**src/rtl/sdram_pro_arbit_if.sv**
```systemverilog
// sdram_pro_arbit_if
//   Groups every requester-side and SDRAM-side signal of the command arbiter.
//   slave  : arbiter view (requests and command fields in; grants, pins, error out)
//   master : requester/pin-observer view (the mirror image of slave)
interface sdram_pro_arbit_if #(
    parameter int ADDR_W = 12,
    parameter int DATA_W = 16
);
    logic              init_end;
    logic [3:0]        init_cmd;
    logic [1:0]        init_bank;
    logic [ADDR_W-1:0] init_addr;

    logic              atref_req;
    logic              atref_end;
    logic [3:0]        atref_cmd;
    logic [1:0]        atref_bank;
    logic [ADDR_W-1:0] atref_addr;

    logic              wr_req;
    logic              wr_end;
    logic [3:0]        wr_cmd;
    logic [1:0]        wr_bank;
    logic [ADDR_W-1:0] wr_addr;
    logic              wr_dq_oe;
    logic [DATA_W-1:0] wr_dq;

    logic              rd_req;
    logic              rd_end;
    logic [3:0]        rd_cmd;
    logic [1:0]        rd_bank;
    logic [ADDR_W-1:0] rd_addr;

    logic              atref_en;
    logic              wr_en;
    logic              rd_en;
    logic [3:0]        sdram_cmd;
    logic [1:0]        sdram_ba;
    logic [ADDR_W-1:0] sdram_addr;
    logic              sdram_dq_oe;
    logic [DATA_W-1:0] sdram_dq_out;
    logic              arb_err;

    modport slave (
        input  init_end, init_cmd, init_bank, init_addr,
        input  atref_req, atref_end, atref_cmd, atref_bank, atref_addr,
        input  wr_req, wr_end, wr_cmd, wr_bank, wr_addr, wr_dq_oe, wr_dq,
        input  rd_req, rd_end, rd_cmd, rd_bank, rd_addr,
        output atref_en, wr_en, rd_en,
        output sdram_cmd, sdram_ba, sdram_addr, sdram_dq_oe, sdram_dq_out,
        output arb_err
    );

    modport master (
        output init_end, init_cmd, init_bank, init_addr,
        output atref_req, atref_end, atref_cmd, atref_bank, atref_addr,
        output wr_req, wr_end, wr_cmd, wr_bank, wr_addr, wr_dq_oe, wr_dq,
        output rd_req, rd_end, rd_cmd, rd_bank, rd_addr,
        input  atref_en, wr_en, rd_en,
        input  sdram_cmd, sdram_ba, sdram_addr, sdram_dq_oe, sdram_dq_out,
        input  arb_err
    );
endinterface

```
**src/rtl/sdram_pro_arbit.sv**
```systemverilog
// sdram_pro_arbit
//   Central SDRAM command arbiter. After init completes it grants one of
//   refresh / write / read at a time (that priority), muxes the owner's
//   command fields onto registered SDRAM pins, and a watchdog pulls the
//   arbiter back if an owner never reports end.
// Ports
//   sys_clk : system clock, rising edge
//   sys_rst : asynchronous reset, active high
//   arb_if  : sdram_pro_arbit_if.slave (requests, command fields, grants, pins, arb_err)
//
// state     | meaning
// ARB_IDLE  | waiting for init to finish; init fields drive the pins
// ARB_ARBIT | no owner; pins idle (NOP); picks the next requester
// ARB_ATREF | refresh module owns the pins
// ARB_WRITE | write module owns the pins and DQ
// ARB_READ  | read module owns the pins
module sdram_pro_arbit #(
    parameter int ADDR_W  = 12,
    parameter int DATA_W  = 16,
    parameter int TIMEOUT = 1023
) (
    input  logic                  sys_clk,
    input  logic                  sys_rst,
    sdram_pro_arbit_if.slave      arb_if
);
    localparam logic [3:0] CMD_NOP = 4'b0111;
    localparam int         WD_W    = (TIMEOUT > 1) ? $clog2(TIMEOUT) : 1;
    // Loaded while not granted; a grant lasts at most TIMEOUT cycles.
    localparam logic [WD_W-1:0] WD_LOAD = WD_W'(TIMEOUT - 1);

    typedef enum logic [2:0] {
        ARB_IDLE,
        ARB_ARBIT,
        ARB_ATREF,
        ARB_WRITE,
        ARB_READ
    } arb_state_t;

    arb_state_t        state_q, state_d;
    logic [WD_W-1:0]   wd_q, wd_d;
    logic              wd_tc;
    logic              err_q, err_d;
    logic              atref_en_q, atref_en_d;
    logic              wr_en_q, wr_en_d;
    logic              rd_en_q, rd_en_d;
    logic [3:0]        cmd_q, cmd_d;
    logic [1:0]        ba_q, ba_d;
    logic [ADDR_W-1:0] addr_q, addr_d;
    logic              dq_oe_q, dq_oe_d;
    logic [DATA_W-1:0] dq_out_q;

    always_ff @(posedge sys_clk or posedge sys_rst) begin
        if (sys_rst) begin
            state_q    <= ARB_IDLE;
            wd_q       <= '0;
            err_q      <= 1'b0;
            atref_en_q <= 1'b0;
            wr_en_q    <= 1'b0;
            rd_en_q    <= 1'b0;
            cmd_q      <= CMD_NOP;
            ba_q       <= 2'b11;
            addr_q     <= '1;
            dq_oe_q    <= 1'b0;
            dq_out_q   <= '0;
        end else begin
            state_q    <= state_d;
            wd_q       <= wd_d;
            err_q      <= err_d;
            atref_en_q <= atref_en_d;
            wr_en_q    <= wr_en_d;
            rd_en_q    <= rd_en_d;
            cmd_q      <= cmd_d;
            ba_q       <= ba_d;
            addr_q     <= addr_d;
            dq_oe_q    <= dq_oe_d;
            dq_out_q   <= arb_if.wr_dq;
        end
    end

    // Next state and watchdog. A genuine end in the terminal cycle wins and
    // does not flag an error.
    always_comb begin
        state_d = state_q;
        err_d   = err_q;
        wd_d    = WD_LOAD;
        wd_tc   = (wd_q == '0);
        case (state_q)
            ARB_IDLE: begin
                if (arb_if.init_end) state_d = ARB_ARBIT;
            end
            ARB_ARBIT: begin
                if (arb_if.atref_req)   state_d = ARB_ATREF;
                else if (arb_if.wr_req) state_d = ARB_WRITE;
                else if (arb_if.rd_req) state_d = ARB_READ;
            end
            ARB_ATREF: begin
                wd_d = wd_q - 1'b1;
                if (arb_if.atref_end) begin
                    state_d = ARB_ARBIT;
                end else if (wd_tc) begin
                    state_d = ARB_ARBIT;
                    err_d   = 1'b1;
                end
            end
            ARB_WRITE: begin
                wd_d = wd_q - 1'b1;
                if (arb_if.wr_end) begin
                    state_d = ARB_ARBIT;
                end else if (wd_tc) begin
                    state_d = ARB_ARBIT;
                    err_d   = 1'b1;
                end
            end
            ARB_READ: begin
                wd_d = wd_q - 1'b1;
                if (arb_if.rd_end) begin
                    state_d = ARB_ARBIT;
                end else if (wd_tc) begin
                    state_d = ARB_ARBIT;
                    err_d   = 1'b1;
                end
            end
            default: state_d = ARB_IDLE;
        endcase
    end

    // Grant pulses fire only on entry, so they are high in the first cycle
    // the registered state shows the grant.
    always_comb begin
        atref_en_d = (state_d == ARB_ATREF) && (state_q != ARB_ATREF);
        wr_en_d    = (state_d == ARB_WRITE) && (state_q != ARB_WRITE);
        rd_en_d    = (state_d == ARB_READ)  && (state_q != ARB_READ);
    end

    // Pin mux follows the current owner; pins lag the state by one cycle.
    always_comb begin
        cmd_d   = CMD_NOP;
        ba_d    = 2'b11;
        addr_d  = '1;
        dq_oe_d = 1'b0;
        case (state_q)
            ARB_IDLE: begin
                cmd_d  = arb_if.init_cmd;
                ba_d   = arb_if.init_bank;
                addr_d = arb_if.init_addr;
            end
            ARB_ATREF: begin
                cmd_d  = arb_if.atref_cmd;
                ba_d   = arb_if.atref_bank;
                addr_d = arb_if.atref_addr;
            end
            ARB_WRITE: begin
                cmd_d   = arb_if.wr_cmd;
                ba_d    = arb_if.wr_bank;
                addr_d  = arb_if.wr_addr;
                dq_oe_d = arb_if.wr_dq_oe;
            end
            ARB_READ: begin
                cmd_d  = arb_if.rd_cmd;
                ba_d   = arb_if.rd_bank;
                addr_d = arb_if.rd_addr;
            end
            default: ;
        endcase
    end

    assign arb_if.atref_en     = atref_en_q;
    assign arb_if.wr_en        = wr_en_q;
    assign arb_if.rd_en        = rd_en_q;
    assign arb_if.sdram_cmd    = cmd_q;
    assign arb_if.sdram_ba     = ba_q;
    assign arb_if.sdram_addr   = addr_q;
    assign arb_if.sdram_dq_oe  = dq_oe_q;
    assign arb_if.sdram_dq_out = dq_out_q;
    assign arb_if.arb_err      = err_q;
endmodule

```
**src/flat_wrapper.sv**
```systemverilog
// flat-port wrapper written by rule: the top's interface ports become plain ports
module sdram_pro_arbit_flat 
#(
    parameter int ADDR_W  = 12,
    parameter int DATA_W  = 16,
    parameter int TIMEOUT = 1023
)
  (sys_clk, sys_rst, arb_if_init_end, arb_if_init_cmd, arb_if_init_bank, arb_if_init_addr, arb_if_atref_req, arb_if_atref_end, arb_if_atref_cmd, arb_if_atref_bank, arb_if_atref_addr, arb_if_wr_req, arb_if_wr_end, arb_if_wr_cmd, arb_if_wr_bank, arb_if_wr_addr, arb_if_wr_dq_oe, arb_if_wr_dq, arb_if_rd_req, arb_if_rd_end, arb_if_rd_cmd, arb_if_rd_bank, arb_if_rd_addr, arb_if_atref_en, arb_if_wr_en, arb_if_rd_en, arb_if_sdram_cmd, arb_if_sdram_ba, arb_if_sdram_addr, arb_if_sdram_dq_oe, arb_if_sdram_dq_out, arb_if_arb_err);
  sdram_pro_arbit_if #(.ADDR_W(ADDR_W), .DATA_W(DATA_W)) arb_if_i ();
  input  logic sys_clk;
  input  logic sys_rst;
  input wire logic [$bits(arb_if_i.init_end)-1:0] arb_if_init_end;
  input wire logic [$bits(arb_if_i.init_cmd)-1:0] arb_if_init_cmd;
  input wire logic [$bits(arb_if_i.init_bank)-1:0] arb_if_init_bank;
  input wire logic [$bits(arb_if_i.init_addr)-1:0] arb_if_init_addr;
  input wire logic [$bits(arb_if_i.atref_req)-1:0] arb_if_atref_req;
  input wire logic [$bits(arb_if_i.atref_end)-1:0] arb_if_atref_end;
  input wire logic [$bits(arb_if_i.atref_cmd)-1:0] arb_if_atref_cmd;
  input wire logic [$bits(arb_if_i.atref_bank)-1:0] arb_if_atref_bank;
  input wire logic [$bits(arb_if_i.atref_addr)-1:0] arb_if_atref_addr;
  input wire logic [$bits(arb_if_i.wr_req)-1:0] arb_if_wr_req;
  input wire logic [$bits(arb_if_i.wr_end)-1:0] arb_if_wr_end;
  input wire logic [$bits(arb_if_i.wr_cmd)-1:0] arb_if_wr_cmd;
  input wire logic [$bits(arb_if_i.wr_bank)-1:0] arb_if_wr_bank;
  input wire logic [$bits(arb_if_i.wr_addr)-1:0] arb_if_wr_addr;
  input wire logic [$bits(arb_if_i.wr_dq_oe)-1:0] arb_if_wr_dq_oe;
  input wire logic [$bits(arb_if_i.wr_dq)-1:0] arb_if_wr_dq;
  input wire logic [$bits(arb_if_i.rd_req)-1:0] arb_if_rd_req;
  input wire logic [$bits(arb_if_i.rd_end)-1:0] arb_if_rd_end;
  input wire logic [$bits(arb_if_i.rd_cmd)-1:0] arb_if_rd_cmd;
  input wire logic [$bits(arb_if_i.rd_bank)-1:0] arb_if_rd_bank;
  input wire logic [$bits(arb_if_i.rd_addr)-1:0] arb_if_rd_addr;
  output wire logic [$bits(arb_if_i.atref_en)-1:0] arb_if_atref_en;
  output wire logic [$bits(arb_if_i.wr_en)-1:0] arb_if_wr_en;
  output wire logic [$bits(arb_if_i.rd_en)-1:0] arb_if_rd_en;
  output wire logic [$bits(arb_if_i.sdram_cmd)-1:0] arb_if_sdram_cmd;
  output wire logic [$bits(arb_if_i.sdram_ba)-1:0] arb_if_sdram_ba;
  output wire logic [$bits(arb_if_i.sdram_addr)-1:0] arb_if_sdram_addr;
  output wire logic [$bits(arb_if_i.sdram_dq_oe)-1:0] arb_if_sdram_dq_oe;
  output wire logic [$bits(arb_if_i.sdram_dq_out)-1:0] arb_if_sdram_dq_out;
  output wire logic [$bits(arb_if_i.arb_err)-1:0] arb_if_arb_err;
  assign arb_if_i.init_end = arb_if_init_end;
  assign arb_if_i.init_cmd = arb_if_init_cmd;
  assign arb_if_i.init_bank = arb_if_init_bank;
  assign arb_if_i.init_addr = arb_if_init_addr;
  assign arb_if_i.atref_req = arb_if_atref_req;
  assign arb_if_i.atref_end = arb_if_atref_end;
  assign arb_if_i.atref_cmd = arb_if_atref_cmd;
  assign arb_if_i.atref_bank = arb_if_atref_bank;
  assign arb_if_i.atref_addr = arb_if_atref_addr;
  assign arb_if_i.wr_req = arb_if_wr_req;
  assign arb_if_i.wr_end = arb_if_wr_end;
  assign arb_if_i.wr_cmd = arb_if_wr_cmd;
  assign arb_if_i.wr_bank = arb_if_wr_bank;
  assign arb_if_i.wr_addr = arb_if_wr_addr;
  assign arb_if_i.wr_dq_oe = arb_if_wr_dq_oe;
  assign arb_if_i.wr_dq = arb_if_wr_dq;
  assign arb_if_i.rd_req = arb_if_rd_req;
  assign arb_if_i.rd_end = arb_if_rd_end;
  assign arb_if_i.rd_cmd = arb_if_rd_cmd;
  assign arb_if_i.rd_bank = arb_if_rd_bank;
  assign arb_if_i.rd_addr = arb_if_rd_addr;
  assign arb_if_atref_en = arb_if_i.atref_en;
  assign arb_if_wr_en = arb_if_i.wr_en;
  assign arb_if_rd_en = arb_if_i.rd_en;
  assign arb_if_sdram_cmd = arb_if_i.sdram_cmd;
  assign arb_if_sdram_ba = arb_if_i.sdram_ba;
  assign arb_if_sdram_addr = arb_if_i.sdram_addr;
  assign arb_if_sdram_dq_oe = arb_if_i.sdram_dq_oe;
  assign arb_if_sdram_dq_out = arb_if_i.sdram_dq_out;
  assign arb_if_arb_err = arb_if_i.arb_err;
  sdram_pro_arbit #(.ADDR_W(ADDR_W), .DATA_W(DATA_W), .TIMEOUT(TIMEOUT)) u_core (.sys_clk(sys_clk), .sys_rst(sys_rst), .arb_if(arb_if_i));
endmodule
```
**config.mk**
```make
export PLATFORM = sky130hd
export DESIGN_NAME = sdram_pro_arbit_flat
export DESIGN_NICKNAME = d
export VERILOG_FILES = /design/src/rtl/sdram_pro_arbit_if.sv /design/src/rtl/sdram_pro_arbit.sv /design/src/flat_wrapper.sv
export SDC_FILE = /design/constraint.sdc
export NUM_CORES = 1
export LEC_CHECK = 0
export BUFFER_PORTS_ARGS = -buffer_cell sky130_fd_sc_hd__buf_2
export CAP_MARGIN = 20
export CORE_MARGIN = 5
export CORE_UTILIZATION = 35
export DETAILED_ROUTE_END_ITERATION = 16
export MAX_ROUTING_LAYER = met4
export PLACE_DENSITY = 0.65
export RECOVER_POWER = 100
export SYNTH_ARGS = -nofsm -noshare
export SYNTH_HDL_FRONTEND = slang
export SYNTH_SLANG_ARGS = --single-unit
export TNS_END_PERCENT = 10
```
**constraint.sdc**
```tcl
create_clock -name sys_clk -period 2.4 [get_ports sys_clk]
set_input_delay 0.12 -clock sys_clk [delete_from_list [all_inputs] [get_ports sys_clk]]
set_output_delay 0.12 -clock sys_clk [all_outputs]
set_load 0.02 [all_outputs]
```
==> impl_metrics.tcl, run 1 <==
set metrics [dict create \
    ctsHtreeMaxLevel 2 \
    syn_inst 199 \
    power_switching_mw 1.19 \
    grt_pass1_vias 2265 \
    syn-num-nets 298 \
    start_util 0.358 \
    syn_area_um2 2260 \
    gp_congestion 0.765 \
    drt_iter0_markers 43 \
    critPathCapture "u_core.arb_if.wr_en$_DFF_PP0_" \
    dr.pass1.iters 4 \
    critPathKind "register to register" \
    wl_met1_um 2660 \
    p_seq_frac 0.427 \
    drc 0 \
    syn2layout_area_growth_pct 42.9 \
    antenna_cells 0 \
    grt_start_max_net_pins 42 \
    total_power_mw 2.99 \
    finalSetupViolations 0 \
    finalHoldViolCount 0 \
    dr_wl_met3_um 496 \
    met2_wirelength_um 3450 \
    drive_gt1_frac 0.418 \
    cts_tree "built" \
    core_area_um2 6310 \
    path_clk_slew_ps 100 \
    final_cell_area_um2 3230 \
    hold_class "input port to register" \
    combPwrFrac 0.408 \
    dpl_cell_area_um2 3050 \
    relSlewSlack 0.00121 \
    arrival_ps 2210 \
    max_slew.worst_pin.slew_ps 1500 \
    max_clock_freq_mhz 508 \
    die_w_um 90.4 \
    startpoint "u_core.state_q[2]$_DFF_PP0_" \
    clockBufferDepth 2 \
    vias 2107 \
    violations "max-capacitance violations" \
    yosys_warnings 0 \
    routed.top_layer "met4" \
    die_height_um 90.4 \
    max-cap-violations 1 \
    power_switching_share 0.396 \
    crit_path_start_kind "register" \
    grt_pass1_wl_um 10900 \
    rr_endpoint "u_core.arb_if.wr_en$_DFF_PP0_" \
    crit_fanout 14 \
    portBuffers 136 \
    viasPerCell 4.89 \
    post_cts_buffers 0 \
    synth_top_area_frac 0.387 \
    ys_seq_area_frac 0.585 \
    routed_wl_um 6710 \
    p_per_area_nw_per_um2 926 \
    drv_slew 0 \
    clkSinkCount 52 \
    dpl.hpwl_um 5000 \
    tns_ps 0 \
    grt-ovfl-total 0 \
    syn_avg_cell_area_um2 11.4 \
    end_kind "register" \
    cts_hold_buf 16 \
    clk_latency_ps 300 \
    antenna_found_initial 0 \
    synth-edff-count 0 \
    r2r_start "u_core.state_q[2]$_DFF_PP0_" \
    status "finished, violations left" \
    finalCritPeriodShare 0.821 \
    synth-seq-cells 52 \
    numCtsBuffers 5 \
    root_buffer "clkbuf_8" \
    dieArea_um2 8170 \
    fillers 627 \
    p_clk_frac 0.166 \
    grt_usage 0.168 \
    rows 29 \
    power.leakage_nw 1.45 \
    required_ps 2640 \
    synth_cell_type_count 40 \
    wl_per_cell_um 15.6 \
    cts_resized 0 \
    skew_ps 7.58 \
    nets 452 \
    min_period_ps 1970 \
    rsz0062_at_grt "no" \
    io-pin-count 137 \
    antenna_left 0 \
    synth_async_sr_flop_share 1.00 \
    yosys-top-cells-area "dfrtp_1 (39%), dfstp_2 (20%), mux2_2 (8.5%), o22ai_1 (5.0%), a21oi_1 (4.0%)" \
    setup.reg_to_reg.worst_slack_ps 430 \
    synth_largest_area_cell "dfrtp_1" \
    r2r_cells 5 \
    internal_power_mw 1.81 \
    ys.flop_type "dfrtp_1" \
    peakVddDrop_mv 0.601 \
]
==> Yosys cell counts (2+ instances only) <==
cell	n
nand2_1	8
nor4_1	2
a21oi_1	18
nor2_1	20
o22ai_1	18
inv_1	4
o21ai_0	4
nand2b_1	3
nor2b_1	2
xnor2_1	4
mux2_2	17
nor3_1	2
clkbuf_1	12
or3_1	2
nor3b_1	2
and3_1	2
dfrtp_1	35
nand3_1	4
mux2i_1	3
dfstp_2	17
==> state kept, by name, indices dropped and copies added, names as in the netlist <==
signal	cells
u_core.wd_q	10
u_core.arb_if.sdram_ba	2
u_core.arb_if.wr_en	1
u_core.arb_if.sdram_addr	12
u_core.arb_if.rd_en	1
u_core.arb_if.sdram_cmd	4
u_core.arb_if.atref_en	1
u_core.arb_if.arb_err	1
u_core.arb_if.sdram_dq_out	16
u_core.state_q	3
u_core.arb_if.sdram_dq_oe	1
==> power groups by stage <==
stage               clock (mW)  sequential (mW)  combinational (mW)
floorplan                    0             1.45               0.655
global placement             0             1.28                1.27
detailed placement           0             1.29                1.28
CTS                      0.524             1.27                1.31
global route             0.561             1.31                1.35
finish                   0.496             1.28                1.22
==> cell usage in the layout (no fill, tap or decap), types with 2 or more instances in the layout <==
cell type / n
buf_2: 97
nand2_1: 8
mux2_2: 17
clkbuf_1: 43
xnor2_1: 4
mux2i_1: 3
dfrtp_1: 35
nor2b_1: 2
o21ai_0: 4
clkinvlp_4: 2
or3_1: 2
dfstp_2: 17
nor3b_1: 2
clkbuf_8: 5
o22ai_1: 18
a21oi_1: 18
and3_1: 2
nor3_1: 2
nand2b_1: 3
dlygate4sd3_1: 16
nand3_1: 4
buf_4: 2
nor2_1: 20
nor4_1: 2
inv_1: 4
==> worst min-delay path by stage <==
stage                 startpoint                                      end  slack [ps]  cells past startpoint
2_1_floorplan    arb_if_wr_dq[0]  u_core.arb_if.sdram_dq_out[0]$_DFF_PP0_         150                      0
3_3_place_gp     arb_if_wr_dq[3]  u_core.arb_if.sdram_dq_out[3]$_DFF_PP0_         230                      1
3_5_place_dp     arb_if_wr_dq[5]  u_core.arb_if.sdram_dq_out[5]$_DFF_PP0_         230                      1
4_1_cts                  sys_rst  u_core.arb_if.sdram_dq_out[0]$_DFF_PP0_           4                      2
5_1_grt        arb_if_wr_addr[4]    u_core.arb_if.sdram_addr[4]$_DFF_PP1_          30                      3
6_report        arb_if_wr_cmd[1]     u_core.arb_if.sdram_cmd[1]$_DFF_PP1_          50                      3
==> kinds of logic (layout without fill, tap and decap cells) <==
family,after synthesis,in the layout,synth area share
simple gates,54,54,0.128
flops,52,52,0.585
compound gates,50,50,0.137
mux,20,20,0.0979
buf+inv,17,172,0.0282
xor+xnor,5,5,0.0194
fa+ha+maj,1,1,0.00553
==> final cells by class <==
type	instances	area, um^2	area share
Tap cell	77	96.3	0.0298
Multi-Input combinational cell	130	876	0.271
Clock inverter	3	23.8	0.00735
Inverter	5	18.8	0.00580
Timing Repair Buffer	159	827	0.256
Sequential cell	52	1320	0.409
Clock buffer	5	68.8	0.0213
==> routing by layer <==
| metal | global-route usage | vias up |
|---|---|---|
| met5 | - | - |
| met1 | 0.201 | 990 |
| li1 | - | 1012 |
| met3 | 0.0383 | 10 |
| met4 | 0.0533 | 0 |
| met2 | 0.282 | 95 |
==> critical path, stage by stage, from the launching register on <==
cell	delay, ps
dfrtp_1	640
nand2b_1	270
o21ai_0	210
clkbuf_1	410
a211o_2	240
and3_1	150
==> stage by stage <==
step                      utilization  worst slack [ps]  instances  hold WS (ps)
after global routing            0.512               199        431          29.9
after CTS                       0.523               491        431          4.16
final                           0.512               430        431          45.4
after floorplan                     -               573        199           151
after global placement          0.483               567        407           228
after detailed placement        0.483               510        407           229
Note: power is estimated with default switching activity, not from simulation.
==> run 2: changes to the inputs <==
--- a/config.mk
+++ b/config.mk
@@ -5,13 +5,14 @@
 export SDC_FILE = /design/constraint.sdc
 export NUM_CORES = 1
 export LEC_CHECK = 0
+export ABC_AREA = 1
 export BUFFER_PORTS_ARGS = -buffer_cell sky130_fd_sc_hd__buf_2
 export CAP_MARGIN = 20
 export CORE_MARGIN = 5
 export CORE_UTILIZATION = 35
 export DETAILED_ROUTE_END_ITERATION = 16
 export MAX_ROUTING_LAYER = met4
-export PLACE_DENSITY = 0.65
+export PLACE_DENSITY = 0.64
 export RECOVER_POWER = 100
 export SYNTH_ARGS = -nofsm -noshare
 export SYNTH_HDL_FRONTEND = slang
==> constraint.sdc (replaced) <==
create_clock -name sys_clk -period 2.03 [get_ports sys_clk]
set_input_delay 0.1015 -clock sys_clk [delete_from_list [all_inputs] [get_ports sys_clk]]
set_output_delay 0.1015 -clock sys_clk [all_outputs]
set_load 0.02 [all_outputs]
==> run 2 against run 1 <==
The run now ends clean. Critical path depth increased by 5. Clock-buffer cell count unchanged. Worst hold slack lost 36 ps. Final cell count up 16%. Flip-flop and latch count unchanged. Critical endpoint unchanged. Largest power group is now combinational cells.
==> impl_metrics.tcl, run 2 <==
set metrics [dict create \
    power_switching_mw 1.72 \
    yosys.area_share.adder 0.00527 \
    r2r_cells 10 \
    setup.reg_to_reg.worst_slack_ps 350 \
    min_to "u_core.arb_if.sdram_cmd[3]$_DFF_PP0_" \
    finish.utilization 0.516 \
    arrival_ps 1930 \
    yosys_warnings 0 \
    rr_endpoint "u_core.arb_if.wr_en$_DFF_PP0_" \
    grt_pass1_vias 2463 \
    synth_largest_area_cell "dfrtp_1" \
    dpl.hpwl_um 5170 \
    p_seq_frac 0.381 \
    tns_ps 0 \
    synth_most_common_cell "nand2_1" \
    grt_use_met3 0.0357 \
    cts_tree "built" \
    die_height_um 92.4 \
    core_area_um2 6680 \
    antenna_cells 0 \
    r2r_start "u_core.wd_q[0]$_DFF_PP0_" \
    finalCritPeriodShare 0.828 \
    min_period_ps 1680 \
    largest_reg_flops 16 \
    synthTopCellsByCount "nand2_1 (74), dfrtp_1 (35), nand3_1 (26)" \
    status "finished clean" \
    clkSinkCount 52 \
    gr-usage-met1 0.200 \
    start_util 0.356 \
    synth-simple-area-share 0.306 \
    max-cap-violations 0 \
    multi_input_area_um2 888 \
    crit_fanout 5 \
    portBuffers 136 \
    hold_class "input port to register" \
    crit_path_start_kind "register" \
    grt_pass1_wl_um 11400 \
    rows 30 \
    synth_top_family_by_area "simple AND/OR/NAND/NOR gates" \
    dieArea_um2 8540 \
    drt_iter0_markers 114 \
    grt-busiest-layer "met2" \
    synth_compound_area_frac 0.0742 \
    gp_congestion 0.794 \
    grt-ovfl-total 0 \
    viasPerCell 4.78 \
    clk_latency_ps 310 \
    clockBufferDepth 2 \
    finalHoldViolCount 0 \
    final_cell_area_um2 3450 \
    end_kind "register" \
    syn2layout_area_growth_pct 45.1 \
    numCtsBuffers 5 \
    wl_per_cell_um 14.5 \
    vias 2394 \
    synth-edff-count 0 \
    power_switching_share 0.430 \
    synth_xor_area_frac 0 \
    dp_cells 461 \
    synth.area.mux_share 0 \
    cts_resized 0 \
    p_per_area_nw_per_um2 1160 \
    pre_cts_slack_ps 349 \
    synth_top_area_frac 0.369 \
    final_cell_mix "buf_2 (97), nand2_1 (78), clkbuf_1 (39), dfrtp_1 (35), dlygate4sd3_1 (32)" \
    syn_inst 247 \
    syn_avg_cell_area_um2 9.62 \
    p_clk_frac 0.158 \
    syn_area_um2 2380 \
    critPathKind "register to register" \
    max_slew.worst_pin.slew_ps 1140 \
    fillers 661 \
    die_w_um 92.4 \
    routed_wl_um 7250 \
    holdPathStages 3 \
    drive_gt1_frac 0.373 \
    total_power_mw 3.99 \
    grt_start_max_net_pins 30 \
    final-seq-area_um2 1320 \
    drc 0 \
    required_ps 2280 \
    internal_power_mw 2.27 \
    dpl_cell_area_um2 3110 \
    hold_start "arb_if_rd_cmd[3]" \
    peakVddDrop_mv 0.423 \
    whs_ps 9.75 \
    ys.flop_type "dfrtp_1" \
    grt_use_met2 0.306 \
    ys_seq_area_frac 0.557 \
    dr.pass1.iters 4 \
    drv_slew 0 \
    post_cts_buffers 0 \
    skew_ps 14.1 \
    grt_usage 0.173 \
    io-pin-count 137 \
    ctsHtreeMaxLevel 2 \
    nets 519 \
    rsz0062_at_grt "no" \
    relSlewSlack 0.239 \
    syn-num-nets 346 \
    synth-seq-cells 52 \
    final_common_cell "buf_2" \
    antenna_left 0 \
    path_clk_slew_ps 110 \
    power.leakage_nw 1.63 \
    max_clock_freq_mhz 595 \
    setup_ws_ps 348 \
    root_buffer "clkbuf_8" \
    finalSetupViolations 0 \
    synth_cell_type_count 33 \
    finalNonFillerCells 501 \
    antenna_found_initial 0 \
    yosys-top-cells-area "dfrtp_1 (37%), dfstp_2 (19%), nand2_1 (12%), nand3_1 (5.5%), nand2_2 (3.7%)" \
    combPwrFrac 0.460 \
    synth_async_sr_flop_share 1.00 \
]
## run 2: per-layer routing
layer | vias to the layer above | part of all wire
met5 | - | 0
met4 | 0 | 0.016
met3 | 9 | 0.074
met2 | 107 | 0.52
met1 | 1132 | 0.39
li1 | 1146 | -
## run 2: layout make-up
cell class                 instances  area share
tap                               80      0.0290
timing repair buffer             173       0.286
clock inverter                     3     0.00798
clock buffer                       5      0.0200
sequential                        52       0.384
multi-input combinational        173       0.258
inverter                          15      0.0163
## run 2: power by group through the flow
stage | Clock, mW | Combinational, mW | Sequential, mW
after detailed placement | 0 | 1.91 | 1.54
after CTS | 0.652 | 1.96 | 1.52
after global placement | 0 | 1.87 | 1.53
final | 0.631 | 1.84 | 1.52
after floorplan | 0 | 1.17 | 1.82
after global routing | 0.703 | 2.04 | 1.55
## run 2: timing repair
action,4_1_cts,5_1_grt
hold buffers,31,1
endpoints found under the hold margin,49,1
setup endpoints to repair,0,0
## run 2: logic make-up after synthesis
family	Yosys count
fa+ha+maj	1
simple gates	145
compound gates	27
flops	52
buf+inv	22
## run 2: worst max-delay path: stages (launching register included)
cell and delay, ps:
dfrtp_1 390, inv_1 80, ha_1 150, nand2_1 90
nor2_1 350, nand3_4 140, nand2_1 120, nand2_4 50
nand2_1 110, nand2_2 50, nor2_1 90
## run 2: how the worst max path moves through the flow
stage / start / end / cells after the start
after floorplan: u_core.wd_q[0]$_DFF_PP0_ / u_core.arb_if.wr_en$_DFF_PP0_ / 10
after global placement: u_core.state_q[1]$_DFF_PP0_ / u_core.arb_if.sdram_addr[1]$_DFF_PP1_ / 4
after detailed placement: u_core.state_q[1]$_DFF_PP0_ / u_core.arb_if.sdram_addr[1]$_DFF_PP1_ / 4
after CTS: u_core.state_q[1]$_DFF_PP0_ / u_core.arb_if.sdram_addr[1]$_DFF_PP1_ / 4
after global routing: u_core.wd_q[0]$_DFF_PP0_ / u_core.arb_if.wr_en$_DFF_PP0_ / 10
final: u_core.wd_q[0]$_DFF_PP0_ / u_core.arb_if.wr_en$_DFF_PP0_ / 10
